`src/rtl/cordic_iter_sequencer_if.sv`:
```
// Handshake/control bundle between the CORDIC sequencer, the FPU front end and the lane datapath.
// abort_cordic exists only when CORDIC_ABORT_EN is defined.
interface cordic_iter_sequencer_if #(
  parameter int CW = 5
);
  logic          beg_cordic;
  logic          ack_cordic;
`ifdef CORDIC_ABORT_EN
  logic          abort_cordic;
`endif
  logic [1:0]    sel_mux;
  logic          load_reg;
  logic [CW-1:0] iter_idx;
  logic          busy;
  logic          ready_cordic;

`ifdef CORDIC_ABORT_EN
  modport master (
    output beg_cordic, ack_cordic, abort_cordic,
    input  sel_mux, load_reg, iter_idx, busy, ready_cordic
  );
  modport slave (
    input  beg_cordic, ack_cordic, abort_cordic,
    output sel_mux, load_reg, iter_idx, busy, ready_cordic
  );
`else
  modport master (
    output beg_cordic, ack_cordic,
    input  sel_mux, load_reg, iter_idx, busy, ready_cordic
  );
  modport slave (
    input  beg_cordic, ack_cordic,
    output sel_mux, load_reg, iter_idx, busy, ready_cordic
  );
`endif
endinterface

```
`src/rtl/cordic_iter_sequencer.sv`:
```
// CORDIC lane sequencer: LOAD, ITER iterations, ADJUST, then DONE holding ready until ack (ITER+3 cycles to ready).
// Outputs decode registered state only; CORDIC_ABORT_EN adds abort_cordic to cancel an operation in flight.
module cordic_iter_sequencer #(
  parameter int ITER = 16,
  parameter int CW   = 5
) (
  input  logic                  clk,
  input  logic                  rst,
  cordic_iter_sequencer_if.slave bus
);

  typedef enum logic [2:0] {
    IDLE    = 3'd0,
    LOAD    = 3'd1,
    ITERATE = 3'd2,
    ADJUST  = 3'd3,
    DONE    = 3'd4
  } state_t;

  localparam logic [CW-1:0] LAST = CW'(ITER - 1);

  state_t        state, state_nxt;
  logic [CW-1:0] cnt, cnt_nxt;
  logic          abort;
  logic [1:0]    sel_mux;
  logic          load_reg;
  logic          busy;
  logic          ready_cordic;

`ifdef CORDIC_ABORT_EN
  assign abort = bus.abort_cordic;
`else
  assign abort = 1'b0;
`endif

  always_ff @(posedge clk or negedge rst) begin
    if (!rst) begin
      state <= IDLE;
      cnt   <= '0;
    end else begin
      state <= state_nxt;
      cnt   <= cnt_nxt;
    end
  end

  always_comb begin
    state_nxt = state;
    cnt_nxt   = cnt;
    case (state)
      IDLE: begin
        if (bus.beg_cordic) begin
          state_nxt = LOAD;
          cnt_nxt   = '0;
        end
      end
      LOAD: state_nxt = ITERATE;
      ITERATE: begin
        if (cnt == LAST) state_nxt = ADJUST;
        else             cnt_nxt   = cnt + CW'(1);
      end
      ADJUST: state_nxt = DONE;
      DONE: begin
        // abort in DONE is just another way of accepting the result
        if (bus.ack_cordic || abort) begin
          state_nxt = IDLE;
          cnt_nxt   = '0;
        end
      end
      default: begin
        state_nxt = IDLE;
        cnt_nxt   = '0;
      end
    endcase
    if (abort && (state == LOAD || state == ITERATE || state == ADJUST)) begin
      state_nxt = IDLE;
      cnt_nxt   = '0;
    end
  end

  always_comb begin
    sel_mux      = 2'b00;
    load_reg     = 1'b0;
    busy         = 1'b0;
    ready_cordic = 1'b0;
    case (state)
      LOAD: begin
        load_reg = 1'b1;
        busy     = 1'b1;
      end
      ITERATE: begin
        sel_mux  = 2'b01;
        load_reg = 1'b1;
        busy     = 1'b1;
      end
      ADJUST: begin
        sel_mux  = 2'b10;
        load_reg = 1'b1;
        busy     = 1'b1;
      end
      DONE:    ready_cordic = 1'b1;
      default: sel_mux      = 2'b00;
    endcase
  end

  assign bus.sel_mux      = sel_mux;
  assign bus.load_reg     = load_reg;
  assign bus.busy         = busy;
  assign bus.ready_cordic = ready_cordic;
  assign bus.iter_idx     = cnt;

endmodule

```
`src/flat_wrapper.sv`:
```
// flat-port wrapper written by rule: the top's interface ports become plain ports
module cordic_iter_sequencer_flat 
#(
  parameter int ITER = 16,
  parameter int CW   = 5
)
  (clk, rst, bus_beg_cordic, bus_ack_cordic, bus_sel_mux, bus_load_reg, bus_iter_idx, bus_busy, bus_ready_cordic);
  cordic_iter_sequencer_if #(.CW(CW)) bus_i ();
  input  logic clk;
  input  logic rst;
  input wire logic [$bits(bus_i.beg_cordic)-1:0] bus_beg_cordic;
  input wire logic [$bits(bus_i.ack_cordic)-1:0] bus_ack_cordic;
  output wire logic [$bits(bus_i.sel_mux)-1:0] bus_sel_mux;
  output wire logic [$bits(bus_i.load_reg)-1:0] bus_load_reg;
  output wire logic [$bits(bus_i.iter_idx)-1:0] bus_iter_idx;
  output wire logic [$bits(bus_i.busy)-1:0] bus_busy;
  output wire logic [$bits(bus_i.ready_cordic)-1:0] bus_ready_cordic;
  assign bus_i.beg_cordic = bus_beg_cordic;
  assign bus_i.ack_cordic = bus_ack_cordic;
  assign bus_sel_mux = bus_i.sel_mux;
  assign bus_load_reg = bus_i.load_reg;
  assign bus_iter_idx = bus_i.iter_idx;
  assign bus_busy = bus_i.busy;
  assign bus_ready_cordic = bus_i.ready_cordic;
  cordic_iter_sequencer #(.ITER(ITER), .CW(CW)) u_core (.clk(clk), .rst(rst), .bus(bus_i));
endmodule
```
`config.mk`:
```
export PLATFORM = sky130hd
export DESIGN_NAME = cordic_iter_sequencer_flat
export DESIGN_NICKNAME = d
export VERILOG_FILES = /design/src/rtl/cordic_iter_sequencer_if.sv /design/src/rtl/cordic_iter_sequencer.sv /design/src/flat_wrapper.sv
export SDC_FILE = /design/constraint.sdc
export NUM_CORES = 1
export LEC_CHECK = 0
export CORE_AREA = 10 10 48 50
export DETAILED_ROUTE_END_ITERATION = 6
export DIE_AREA = 0 0 58 60
export PLACE_DENSITY = 0.65
export SLEW_MARGIN = 30
export SYNTH_ARGS = -nofsm -noshare
export SYNTH_HDL_FRONTEND = slang
export SYNTH_SLANG_ARGS = --single-unit
export TNS_END_PERCENT = 50
```
`constraint.sdc`:
```
create_clock -name clk -period 2.8 [get_ports clk]
set_input_delay 0.42 -clock clk [delete_from_list [all_inputs] [get_ports clk]]
set_output_delay 0.42 -clock clk [all_outputs]
set_load 0.01 [all_outputs]
```
==> results.toml <==
[run_status]
run_status = "finished, final reports clean"

[power]
pwr-share-seq_pct = 34.8
power_frac_clock_pct = 14.3
power.switching_w = 0.000225
power.density_cell_area_nw_per_um2 = 960
internal_power_consumption_w = 0.000363
share_comb_of_total_power_pct = 50.9
switching_share_of_power_pct = 38.3
ir_worst_vdd_uv = 372
power.leakage_nw = 0.273

[worst_setup_path]
startpoint_type = "flip-flop"
criticalPathCategory = "reg2out"
cp-end-kind = "output port"
critPathMaxFanout = 8
worstPathCellList = "or3b_4 > inv_1 > clkdlybuf4s50_1"
cp_slowest_cell = "clkdlybuf4s50_1"
critical_path.max_stage_delay_ns = 0.56
cp.arrival_ns = 1.86
cp.required_ns = 2.38

[cells_and_area]
syn_to_final_growth_pct = 29.4
fin_nets = 67
finish.cell_count_without_fillers = 75
antenna_cells = 0
fill_cells = 152
drive_gt1_share_pct = 13.6
final_core_utilization_pct = 42.6

[placed_design]
placement.io_buffers = 13
gp_congestion = 0.714
place.detailed.instances = 72
dp.final_hpwl_um = 728

[route]
detail_route.drc_violations = 0
dr.pass1.iters = 2
wire_per_inst_um = 12.6
route.antenna.remaining_nets = 0
drt-vias-per-instance = 5.07
drt_wirelength_um = 947
dr.first_iter.drc_count = 2
vias = 380

[synth]
synth_top_area_cell = "dfrtp_1"
synth.distinct_cells = 25
synth_most_common_cell = "dfrtp_1"
netlist_instances = 47
ys_top_cells_by_count = "dfrtp_1 (8), nand2_1 (4), nor2_1 (4)"
ys_seq_area_share_pct = 42.3
postSynthRegisterBits = 8
synth_top_cells_by_area = "dfrtp_1 (42%), ha_1 (5.3%), buf_4 (4.8%), o211ai_4 (4.5%), nand3_1 (3.2%)"
synthesis.area_um2 = 473
synth_nets = 53
ys_warn_count = 0
synthesis.area_per_instance_um2 = 10.1
share_of_the_synthesized_area_in_the_top_cell_type_pct = 42.3
synth_enable_flop_cells = 0
synth_flop_cell = "dfrtp_1"
postSynth.asyncResetShare_pct = 100

[sta]
tightest_slew_ns = 0.368
finalCriticalPeriod_ns = 2.28
setup_tns_ns = 0
maxClockFrequency_ghz = 0.439
drv_slew = 0
fin_skew_ns = 0.00247
rsz_0062_raised_after_global_routing = "no"
count_of_endpoints_failing_setup_in_the_final_report = 0
hold_ws_ns = 0.452
period_share_pct = 81.3
max_slew_margin_pct = 75.4
final_hold_viol_count = 0

[clock_network]
htreeDepth = 1
clk_latency_ns = 0.25
cts_inserted_buffers = 3
holdBufCountCts = 0
post_cts_resized = 0
postCtsSetupRepairBufs = 0
clk_root_buffer_cell = "clkbuf_4"
clockBufferDepth = 2
cts_tree = "yes"
clkSlewWorstSetupHoldPaths_ns = 0.05
clock_sinks = 8

[global_route]
grt_usage_pct = 6.28
global_route.overflow_total = 0
number_of_antenna_violations_at_the_first_check_in_global_routing = 0
grt_pass1_wl_mm = 1.66
grt_max_degree = 11
number_of_global_route_vias_before_repair = 383

[floorplan]
floorplan.initialDensity_pct = 32.9
core_region_area_um2 = 1440
die_area_um2 = 3480
die_width_um = 58
die_h_um = 60
rows = 14
ports_placed_on_the_boundary = 14

[worst_hold_path]
hold_class = "in2async"

[run]
cap_viol_max_count = 0
## final timing paths
check,start,endpoint,slack [ns],cells past startpoint
worst max-delay path,u_core.state[1]$_DFFE_PN0P_,bus_sel_mux[0],0.52,3
worst min register to register,u_core.bus.iter_idx[4]$_DFFE_PN0P_,u_core.bus.iter_idx[4]$_DFFE_PN0P_,0.50,2
max in group asynchronous,rst,u_core.state[0]$_DFFE_PN0P_,2.08,1
worst min-delay path,rst,u_core.bus.iter_idx[1]$_DFFE_PN0P_,0.45,1
min in group clk,u_core.bus.iter_idx[4]$_DFFE_PN0P_,u_core.bus.iter_idx[4]$_DFFE_PN0P_,0.50,2
worst max register to register,u_core.bus.iter_idx[0]$_DFFE_PN0P_,u_core.bus.iter_idx[3]$_DFFE_PN0P_,0.81,7
## worst max-delay path: cells and delay by family (launching register included)
kind / cells / cell delay [ns]
AND/OR/NAND/NOR: 1 / 0.45
buffers and inverters: 2 / 0.69
flip-flops: 1 / 0.47
## power by group through the flow
stage	logic [W]	clock network (W)	registers, W
2_1_floorplan	0.000229	0	0.000181
3_3_place_gp	0.000303	0	0.000205
3_5_place_dp	0.000304	0	0.000206
4_1_cts	0.000307	0.0000903	0.000205
5_1_grt	0.000339	0.0000973	0.000212
6_report	0.000299	0.0000843	0.000204
## layout make-up
class	instances	area (µm²)	share of cell area [%]
sequential	8	200	32.7
inverter	2	7.51	1.23
multi-input combinational	33	231	37.8
timing repair buffer	13	130	21.3
tap	16	20.0	3.27
clock buffer	3	22.5	3.68
## routing by layer
metal  up-vias  routed length [µm]  global-route usage [%]
li1        191                   -                       -
met4         0                  15                    4.03
met5         -                   0                       0
met3         4                 122                    4.87
met1       171                 446                    6.92
met2        14                 363                    8.13
## stage by stage
stage | setup slack [ns] | power, W | instance area (µm²)
after floorplan | 0.878 | 0.000410 | 473
after global placement | 0.781 | 0.000508 | 589
after detailed placement | 0.789 | 0.000510 | 589
after CTS | 0.501 | 0.000602 | 612
after global routing | 0.412 | 0.000649 | 612
final | 0.523 | 0.000588 | 612
## kinds of logic after synthesis
family / share of synthesized area, %
XOR/XNOR: 1.85
buffers and inverters: 8.73
adder cells (fa/ha/maj): 5.29
flip-flops: 42.3
AND/OR/NAND/NOR: 27.8
AO/OA/AOI/OAI: 11.9
multiplexers: 2.12
## sequential cells by signal, summed over array words and instances, names as in the netlist
register             cells
u_core.state             3
u_core.bus.iter_idx      5
## placed cells by master (no fill, tap or decap), drive strengths merged, types with 2 or more instances in the layout
cell,Yosys,final
nor3,2,2
inv,2,2
ha,2,2
clkbuf,0,3
nand3,3,3
o21ai,3,3
clkdlybuf4s50,0,13
nand2,4,4
dfrtp,8,8
nor2,4,4
Power figures use the tool's default switching activity.
